`config.mk`:
```
export PLATFORM = sky130hd
export DESIGN_NAME = ibex_tsmap_arb
export DESIGN_NICKNAME = d
export VERILOG_FILES = /design/src/rtl/ibex_tsmap_arb.sv
export SDC_FILE = /design/constraint.sdc
export NUM_CORES = 1
export LEC_CHECK = 0
export CORE_AREA = 2 2 105 107
export CTS_CLUSTER_SIZE = 30
export DETAILED_ROUTE_END_ITERATION = 8
export DIE_AREA = 0 0 107 109
export PLACE_DENSITY = 0.64
export SLEW_MARGIN = 20
export SYNTH_ARGS = -nofsm -noshare
export SYNTH_HDL_FRONTEND = slang
export SYNTH_SLANG_ARGS = --single-unit
```
`constraint.sdc`:
```
create_clock -name clk_i -period 4.43 [get_ports clk_i]
set_input_delay 0.6645 -clock clk_i [delete_from_list [all_inputs] [get_ports clk_i]]
set_output_delay 0.6645 -clock clk_i [all_outputs]
set_load 0.02 [all_outputs]
```
`src/rtl/ibex_tsmap_arb.sv`:
```
// Core/external arbiter for the single-port temporal-safety map SRAM.
// The core always wins; the external agent is served in core-idle cycles.
module ibex_tsmap_arb #(
  parameter int unsigned TSMapSize   = 1024,
  parameter int unsigned StarveLimit = 15,
  parameter int unsigned StallCntW   = 16
) (
  input  logic                 clk_i,
  input  logic                 rst_i,

  input  logic                 core_cs_i,
  input  logic [15:0]          core_addr_i,
  output logic [31:0]          core_rdata_o,
  output logic [6:0]           core_rdata_intg_o,

  input  logic                 ext_req_i,
  input  logic                 ext_we_i,
  input  logic [15:0]          ext_addr_i,
  input  logic [31:0]          ext_wdata_i,
  input  logic [6:0]           ext_wdata_intg_i,
  output logic                 ext_gnt_o,
  output logic                 ext_rvalid_o,
  output logic [31:0]          ext_rdata_o,
  output logic [6:0]           ext_rdata_intg_o,
  output logic                 ext_err_o,

  output logic                 mem_cs_o,
  output logic                 mem_we_o,
  output logic [15:0]          mem_addr_o,
  output logic [31:0]          mem_wdata_o,
  output logic [6:0]           mem_wdata_intg_o,
  input  logic [31:0]          mem_rdata_i,
  input  logic [6:0]           mem_rdata_intg_i,

  output logic                 ext_starve_o,
  output logic [StallCntW-1:0] ext_stall_cnt_o
);

  localparam int unsigned StarveW = $clog2(StarveLimit + 1);
  localparam logic [StarveW-1:0]   StarveMax = StarveW'(StarveLimit);
  localparam logic [StallCntW-1:0] StallMax  = {StallCntW{1'b1}};

  logic                 ext_in_range;
  logic                 ext_stall;
  logic                 ext_pend_d, ext_pend_q;
  logic                 ext_err_d, ext_err_q;
  logic                 ext_we_d, ext_we_q;
  logic [StarveW-1:0]   starve_d, starve_q;
  logic [StallCntW-1:0] stall_cnt_d, stall_cnt_q;

  assign ext_in_range = 32'(ext_addr_i) < TSMapSize;

  // Same-cycle arbitration onto the SRAM port.
  always_comb begin
    mem_cs_o         = 1'b0;
    mem_we_o         = 1'b0;
    mem_addr_o       = 16'h0;
    mem_wdata_o      = 32'h0;
    mem_wdata_intg_o = 7'h0;
    ext_gnt_o        = 1'b0;
    if (core_cs_i) begin
      mem_cs_o   = 1'b1;
      mem_addr_o = core_addr_i;
    end else if (ext_req_i) begin
      ext_gnt_o = 1'b1;
      if (ext_in_range) begin
        mem_cs_o         = 1'b1;
        mem_we_o         = ext_we_i;
        mem_addr_o       = ext_addr_i;
        mem_wdata_o      = ext_wdata_i;
        mem_wdata_intg_o = ext_wdata_intg_i;
      end
    end
  end

  assign ext_stall = ext_req_i & ~ext_gnt_o;

  always_comb begin
    ext_pend_d  = ext_gnt_o;
    ext_err_d   = ext_gnt_o & ~ext_in_range;
    ext_we_d    = ext_gnt_o & ext_we_i;
    starve_d    = '0;
    stall_cnt_d = stall_cnt_q;
    if (ext_stall) begin
      starve_d = (starve_q == StarveMax) ? starve_q : starve_q + StarveW'(1);
      if (stall_cnt_q != StallMax) begin
        stall_cnt_d = stall_cnt_q + StallCntW'(1);
      end
    end
  end

  always_ff @(posedge clk_i or posedge rst_i) begin
    if (rst_i) begin
      ext_pend_q  <= 1'b0;
      ext_err_q   <= 1'b0;
      ext_we_q    <= 1'b0;
      starve_q    <= '0;
      stall_cnt_q <= '0;
    end else begin
      ext_pend_q  <= ext_pend_d;
      ext_err_q   <= ext_err_d;
      ext_we_q    <= ext_we_d;
      starve_q    <= starve_d;
      stall_cnt_q <= stall_cnt_d;
    end
  end

  // Error and write responses carry no data.
  assign ext_rvalid_o      = ext_pend_q;
  assign ext_err_o         = ext_err_q;
  assign ext_rdata_o       = (ext_err_q | ext_we_q) ? 32'h0 : mem_rdata_i;
  assign ext_rdata_intg_o  = (ext_err_q | ext_we_q) ? 7'h0 : mem_rdata_intg_i;
  assign core_rdata_o      = mem_rdata_i;
  assign core_rdata_intg_o = mem_rdata_intg_i;
  assign ext_starve_o      = (starve_q == StarveMax);
  assign ext_stall_cnt_o   = stall_cnt_q;

  // A waiting requester must keep its request payload stable until granted.
  ext_hold_a: assert property (@(posedge clk_i) disable iff (rst_i)
    (ext_req_i && !ext_gnt_o) |=> (!ext_req_i ||
      ($stable(ext_we_i) && $stable(ext_addr_i) &&
       $stable(ext_wdata_i) && $stable(ext_wdata_intg_i))));

endmodule

```
After elaboration in Yosys (flattened, before gate mapping)
Cells that the tools add are included.
- bits in registers: 23
- bits of input ports: 115
- output and inout port bits: 155
- word-level logic and storage cells: 39
- magnitude comparators: 1
- bitwise operators: 6
- equality and inequality tests: 3
- reductions and logical operators: 1
- multiplexer cells: 21
- add/subtract/negate cells: 2
- operators with widths (kind ; number):
    $mux W32 ; 4
    $mux W16 ; 3
    $mux W7 ; 4
    $add A16 B1 Y16 const B ; 1
    $lt A16 B11 Y1 const B ; 1
    $ne A16 B16 Y1 const B ; 1
    $mux W1 ; 8
    $mux W4 ; 2
    $add A4 B1 Y4 const B ; 1
    $eq A4 B4 Y1 const B ; 1
    $and A1 B1 Y1 ; 3
    $ne A2 B2 Y1 const B ; 1
    $not A1 Y1 ; 2
    $reduce_and A2 Y1 ; 1
    $or A1 B1 Y1 ; 1

Longest topological paths before layout
Gate-level depths: netlist (run 1).
- word-level depth: 5
- mapped depth: 5
- depth with buffers taken out: 5

Worst setup path before layout (run 1)
OpenSTA, ideal clock, no wires.
- kind: input-to-output
- start point: in ext_addr_i[13]
- end point: out mem_addr_o[0]
- required time: 3766 ps
- slack: 1872 ps
- path buffers: 1
- arrival: 1894 ps
- stages: 5
- path through: or4_4 > nor3_4 > and2_1 > buf_6 > a22o_1
- cells in the longest elaborated chain, start to end: 4
- RTL lines (element ; line ; text):
    from (decl) ; 18 ; input logic [15:0] ext_addr_i,
    $lt A16 B11 Y1 ; 51 ; assign ext_in_range = 32'(ext_addr_i) < TSMapSize;
    $mux W16 ; 66 ; if (ext_in_range) begin
    $mux W16 ; 64 ; end else if (ext_req_i) begin
    $mux W16 ; 61 ; if (core_cs_i) begin
    to (decl) ; 29 ; output logic [15:0] mem_addr_o,
No other way between the ends.

Final worst setup path (run 1)
- start point: in ext_addr_i[13]
- end point: out mem_addr_o[2]
The elaborated chain is that of the path after synthesis.

==> impl_metrics.csv, run 1 <==
group,metric,value,unit
setup_path,critPathMaxFanout,10,
route,drt_iter0_drc,65,
yosys,ys.warnings.count,0,
clock_network,clk_pin_slew,0.08,ns
clock_network,cts_setup_buffers,0,
setup_path,critPathKind,"primary input to output pin",
global_route,antenna_found_initial,0,
placed_design,dpl.hpwl,7860,um
power_and_ir_drop,p_switching,314,uW
placed_design,place_area,0.00467,mm2
yosys,synth_seq_area_share,0.270,
setup_path,worstPathArrival,2.96,ns
clock_network,insertion_delay,0.26,ns
sta,setup_viol,0,
yosys,ys.flop_type,"dfrtp_1",
power_and_ir_drop,p_int,571,uW
clock_network,cts_tree,"yes",
setup_path,crit_path_top_delay_cell,"clkdlybuf4s50_1",
setup_path,startpoint_type,"primary input",
global_route,grt_pass1_wl,13400,um
layout,drive_gt1_frac,0.0381,
die,initial_utilization,0.201,
sta,fmax,276,MHz
yosys,yosysMostFrequentCell,"and2_1",
layout,fill_cells,1016,
power_and_ir_drop,combPwrFrac,0.535,
route,vias,2546,
worst_hold_path,hp-class,"flop to flop",
yosys,ys_top_cells_by_area,"dfrtp_1 (27%), and2_1 (14%), buf_4 (14%), and3_1 (12%), xor2_1 (4.9%)",
global_route,grt_util_all_layers,0.145,
sta,hold_violations,0,
yosys,netlist.area_leader.share,0.270,
setup_path,worst_setup_path_end_kind,"output pin",
setup_path,slowest_delay,0.61,ns
die,rows,38,
sta,finalCriticalPeriod,3.63,ns
die,ioPinCount,270,
die,die_h,109,um
layout,stdcell_count,613,
yosys,synth.cell_area,0.00213,mm2
route,wl,9220,um
setup_path,required,3.77,ns
power_and_ir_drop,p_per_area,188,mW/mm2
sta,tns,0,ns
die,fp.dieW,107,um
job,cap_violations,0,
clock_network,cts-root-buf,"clkbuf_8",
yosys,synth_fp_nets,369,
placed_design,post-place-cells,609,
clock_network,cts-htree-levels,1,
global_route,grt_use_met2,0.276,
global_route,grt_pass1_vias,2589,
yosys,synthTopCellsByCount,"and2_1 (47), and3_1 (42), buf_4 (39)",
yosys,synthCells,252,
sta,relSlewSlack,0.410,
placed_design,io_buffer_count,269,
layout,finalNetCount,591,
global_route,grt_max_degree,45,
setup_path,critical_path.most_common_cell,"clkdlybuf4s50_1",
placed_design,gp_congestion,0.802,
sta,rsz0062_at_grt,"false",
clock_network,cts_hold_buf,0,
global_route,grt_most_used_layer,"met2",
route,wl_per_cell,15.0,um
setup_path,worstPathCellList,"clkdlybuf4s50_1 -> or4_4 -> nor3_4 -> and2_1 -> a22o_1 -> clkdlybuf4s50_1",
clock_network,ctsResizeCount,0,
placed_design,dpl_worst_slack,0.784,ns
clock_network,cts_sinks,23,
yosys,synth_edf_count,0,
layout,synthToLayoutAreaGrowth,121,%
power_and_ir_drop,clkPwrFrac,0.145,
clock_network,cts_buffer_depth,2,
layout,stdcell_area,0.00471,mm2
clock_network,cts_buffers,3,
sta,tightest_slew,0.884,ns
route,antenna_left,0,
power_and_ir_drop,power,886,uW
global_route,grt_util_met1,0.159,
global_route,grt_use_met3,0.0442,
power_and_ir_drop,swShare,0.355,
yosys,syn_avg_cell_area,8.47,um2
route,drc,0,
global_route,gr-total-overflow,0,
yosys,synth-seq-cells,23,
power_and_ir_drop,ir_drop,0.116,mV
yosys,yosysTopAreaCell,"dfrtp_1",
sta,period_share,0.819,
outcome,status,"finished clean",
die,dieArea,0.0117,mm2
sta,finClkSkew,0.00345,ns
layout,n_antenna_cell,0,
yosys,synthArstFlopShare,1.00,
power_and_ir_drop,power_frac_seq,0.320,
route,routed_via_density,4.15,
route,drtPass1Iterations,4,
die,fp.coreArea,0.0106,mm2
yosys,synth_cell_type_count,36,
power_and_ir_drop,p_leak,2.01,nW
sta,setup_slack,0.801,ns
sta,drv_slew,0,
==> area by class of cell <==
class / instances / area (um2) / area share
well taps: 140 / 175 / 0.0372
clock inverters: 1 / 5.00 / 0.00106
clock buffers: 3 / 41.3 / 0.00876
flip-flops and latches: 23 / 576 / 0.122
multi-input cells: 172 / 1190 / 0.253
inverters: 2 / 7.51 / 0.00159
repair buffers: 272 / 2720 / 0.576
==> power by group through the flow <==
stage / clock network (mW) / registers [mW] / logic, mW
floorplan: 0 / 0.310 / 0.183
global placement: 0 / 0.284 / 0.474
detailed placement: 0 / 0.286 / 0.477
CTS: 0.135 / 0.282 / 0.479
global route: 0.145 / 0.289 / 0.504
finish: 0.129 / 0.283 / 0.474
==> cell usage in the layout, fill, tap and decap left out, types with 2 or more instances in the layout <==
cell               n
a22o_1            10
nor2_1             6
dfrtp_1           23
nand4_1            2
ha_1               2
xor2_1            12
and3_1            42
nor4b_1            2
buf_4              3
nor4_1             2
inv_1              2
and2_1            47
nand3_1            7
nand2_1            8
and4_1             2
clkdlybuf4s50_1  269
nor3b_1            3
mux2_2             2
nor3_1             8
clkbuf_8           3
xnor2_1            2
==> metal layers <==
metal,wire [um],part of all wire
met1,3340,0.36
met2,5010,0.54
met3,755,0.082
met4,112,0.012
met5,0,0
==> per-stage QoR <==
stage,hold WS (ns),utilization
after global routing,0.565,0.445
after CTS,0.533,0.445
after detailed placement,0.515,0.440
final,0.535,0.445
after global placement,0.513,0.440
after floorplan,0.539,-
==> flip-flops by register name (all words and copies together) (netlist names) <==
name	flops
starve_q	4
ext_err_o	1
ext_stall_cnt_o	16
ext_we_q	1
ext_rvalid_o	1
==> final timing paths <==
kind                                startpoint                  end  slack, ns  cells after the start
hold / removal             ext_stall_cnt_o[11]  ext_stall_cnt_o[11]       0.54                      1
max in group asynchronous                rst_i          starve_q[3]       3.00                      2
setup reg to reg            ext_stall_cnt_o[0]   ext_stall_cnt_o[1]       2.54                      5
setup / recovery                ext_addr_i[13]        mem_addr_o[2]       0.80                      6
min in group asynchronous                rst_i         ext_rvalid_o       0.89                      2
hold reg to reg            ext_stall_cnt_o[11]  ext_stall_cnt_o[11]       0.54                      1
==> critical path, delay by kind of cell <==
kind	cells	cell delay, ns
compound gates	1	0.21
buf+inv	2	1.01
simple gates	3	1.07
==> kinds of logic after synthesis <==
logic type	after synthesis	synth area share
AOI/OAI and AO/OA	12	0.0475
xor gates and xnor gates	14	0.0575
adders and majority gates	2	0.0117
buffers and inverters	57	0.175
DFF	23	0.270
muxes	4	0.0223
and+or+nand+nor	140	0.416
No activity file was read; power rests on OpenSTA's default activity.
==> inputs of run 2 (changes only) <==
==> constraint.sdc (replaced) <==
create_clock -name clk_i -period 3.7 [get_ports clk_i]
set_input_delay 0.555 -clock clk_i [delete_from_list [all_inputs] [get_ports clk_i]]
set_output_delay 0.555 -clock clk_i [all_outputs]
set_load 0.02 [all_outputs]
==> run 2 against run 1 <==
Wire length up 1.4%. Via count up 1.4%. Core utilization barely moved. Clock power grew 22%. Register-to-register slack got worse by 0.70 ns. Power rose by 20%. Critical path depth unchanged. Count of clock-buffer cells in the layout is the same. Critical path type unchanged. Critical endpoint is now mem_addr_o[3]. Largest cell class unchanged.
==> impl_metrics.csv, run 2 (same netlist as run 1, synthesis figures left out) <==
group,metric,value,unit
placed_design,dpl.hpwl,8010,um
setup_path,regToRegSetupSlack,1.84,ns
job,cap_violations,0,
power_and_ir_drop,combPwrFrac,0.534,
clock_network,cts_tree,"yes",
setup_path,r2r-end,"ext_stall_cnt_o[1]",
power_and_ir_drop,ir_drop,0.165,mV
setup_path,critPathMaxFanout,10,
sta,fmax,295,MHz
setup_path,critical_path.most_common_cell,"clkdlybuf4s50_1",
global_route,antenna_found_initial,0,
sta,finClkSkew,0.00387,ns
worst_hold_path,hold_path.startpoint,"ext_stall_cnt_o[7]",
power_and_ir_drop,p_switching,379,uW
worst_hold_path,holdPathEnd,"ext_stall_cnt_o[7]",
global_route,grt_use_met2,0.283,
die,fp.coreArea,0.0106,mm2
sta,tns,0,ns
setup_path,critPathKind,"primary input to output pin",
global_route,grt_util_met1,0.154,
placed_design,io_buffer_count,269,
die,rows,38,
setup_path,crit_path_top_delay_cell,"clkdlybuf4s50_1",
clock_network,cts_sinks,23,
sta,drv_slew,0,
setup_path,slowest_delay,0.60,ns
setup_path,startpoint_type,"primary input",
global_route,grt_util_all_layers,0.144,
clock_network,ctsResizeCount,0,
layout,finalNetCount,592,
clock_network,cts-root-buf,"clkbuf_8",
route,drtPass1Iterations,4,
power_and_ir_drop,swShare,0.356,
placed_design,gp_congestion,0.801,
layout,final_cell_mix,"clkdlybuf4s50_1 (269), and2_1 (47), and3_1 (42)",
worst_hold_path,hp-class,"flop to flop",
setup_path,crit_family,"simple AND/OR/NAND/NOR gates",
setup_path,reg2reg_from,"ext_stall_cnt_o[0]",
global_route,grt_pass1_wl,13400,um
power_and_ir_drop,p_per_area,225,mW/mm2
layout,synthToLayoutAreaGrowth,121,%
sta,relSlewSlack,0.411,
setup_path,reg2reg_depth,5,
route,wl,9350,um
setup_path,worstPathBufferInverterCount,2,
power_and_ir_drop,clkPwrFrac,0.148,
global_route,grt_most_used_layer,"met2",
layout,mostFrequentLayoutCell,"clkdlybuf4s50_1",
global_route,grt_max_degree,45,
layout,drive_gt1_frac,0.0401,
power_and_ir_drop,p_leak,2.02,nW
power_and_ir_drop,p_int,684,uW
sta,fin_hold_ws,0.528,ns
die,initial_utilization,0.201,
clock_network,insertion_delay,0.26,ns
layout,fill_cells,1031,
setup_path,worstPathArrival,2.83,ns
clock_network,cts_setup_buffers,0,
worst_hold_path,min_path_cells,1,
power_and_ir_drop,power_frac_seq,0.318,
sta,setup_slack,0.312,ns
die,die_h,109,um
layout,largest_reg_flops,16,
die,ioPinCount,270,
die,fp.dieW,107,um
clock_network,cts-htree-levels,1,
route,antenna_left,0,
route,vias,2582,
clock_network,clk_pin_slew,0.08,ns
sta,tightest_slew,0.883,ns
die,dieArea,0.0117,mm2
sta,setup_viol,0,
route,drc,0,
layout,stdcell_area,0.00472,mm2
placed_design,place_area,0.00467,mm2
setup_path,worstPathCellList,"clkdlybuf4s50_1 -> or4_4 -> nor3_4 -> and2_1 -> a22o_1 -> clkdlybuf4s50_1",
setup_path,required,3.14,ns
route,drt_iter0_drc,116,
global_route,grt_use_met3,0.0442,
sta,hold_violations,0,
global_route,grt_pass1_vias,2517,
placed_design,dpl_worst_slack,0.292,ns
clock_network,cts_buffers,3,
route,wl_per_cell,15.2,um
sta,finalCriticalPeriod,3.39,ns
clock_network,cts_buffer_depth,2,
outcome,status,"finished clean",
route,routed_via_density,4.21,
sta,period_share,0.916,
global_route,gr-total-overflow,0,
layout,fin_util,0.445,
layout,n_antenna_cell,0,
clock_network,cts_hold_buf,0,
setup_path,worst_setup_path_end_kind,"output pin",
sta,rsz0062_at_grt,"false",
run 2: cell types whose count changed in the layout (fill, tap and decap cells not counted):
cell | before | now
nor2_4 | 1 | 0
buf_4 | 3 | 4
nor2_2 | 1 | 2
run 2: cell type report:
| cell class | count | area, um2 | share of cell area |
|---|---|---|---|
| inverters | 2 | 7.51 | 0.00159 |
| clock inverters | 1 | 5.00 | 0.00106 |
| multi-input cells | 172 | 1190 | 0.252 |
| repair buffers | 273 | 2720 | 0.577 |
| flip-flops and latches | 23 | 576 | 0.122 |
| clock buffers | 3 | 41.3 | 0.00875 |
| well taps | 140 | 175 | 0.0371 |
run 2: worst max path at each step:
stage / startpoint / to / slack (ns) / cells after the start
floorplan: ext_addr_i[13] / mem_addr_o[0] / 1.36 / 5
global placement: ext_addr_i[13] / mem_wdata_intg_o[2] / 0.33 / 6
detailed placement: ext_addr_i[13] / mem_addr_o[7] / 0.29 / 6
CTS: ext_addr_i[13] / mem_addr_o[7] / 0.29 / 6
global route: ext_addr_i[13] / mem_addr_o[2] / 0.21 / 6
finish: ext_addr_i[13] / mem_addr_o[3] / 0.31 / 6
run 2: stage by stage:
stage | std cells | power, mW
after floorplan | 252 | 0.591
after global placement | 610 | 0.909
after detailed placement | 610 | 0.915
after CTS | 614 | 1.08
after global routing | 614 | 1.12
final | 614 | 1.06
run 2: worst register-to-register path: stages, from the launching register on:
cell	delay [ns]
dfrtp_1	0.44
ha_1	0.21
nand4_1	0.19
nor4_4	0.51
nor2_2	0.10
mux2_4	0.31
run 2: layer usage:
layer,wire length [um],share of wire
met2,5130,0.55
met3,816,0.087
met5,0,0
met1,3310,0.35
met4,87,0.0093
run 2: power by group through the flow:
| stage | registers, mW | logic [mW] | clock network [mW] |
|---|---|---|---|
| 2_1_floorplan | 0.371 | 0.219 | 0 |
| 3_3_place_gp | 0.340 | 0.570 | 0 |
| 3_5_place_dp | 0.343 | 0.572 | 0 |
| 4_1_cts | 0.338 | 0.574 | 0.165 |
| 5_1_grt | 0.346 | 0.602 | 0.173 |
| 6_report | 0.338 | 0.567 | 0.158 |
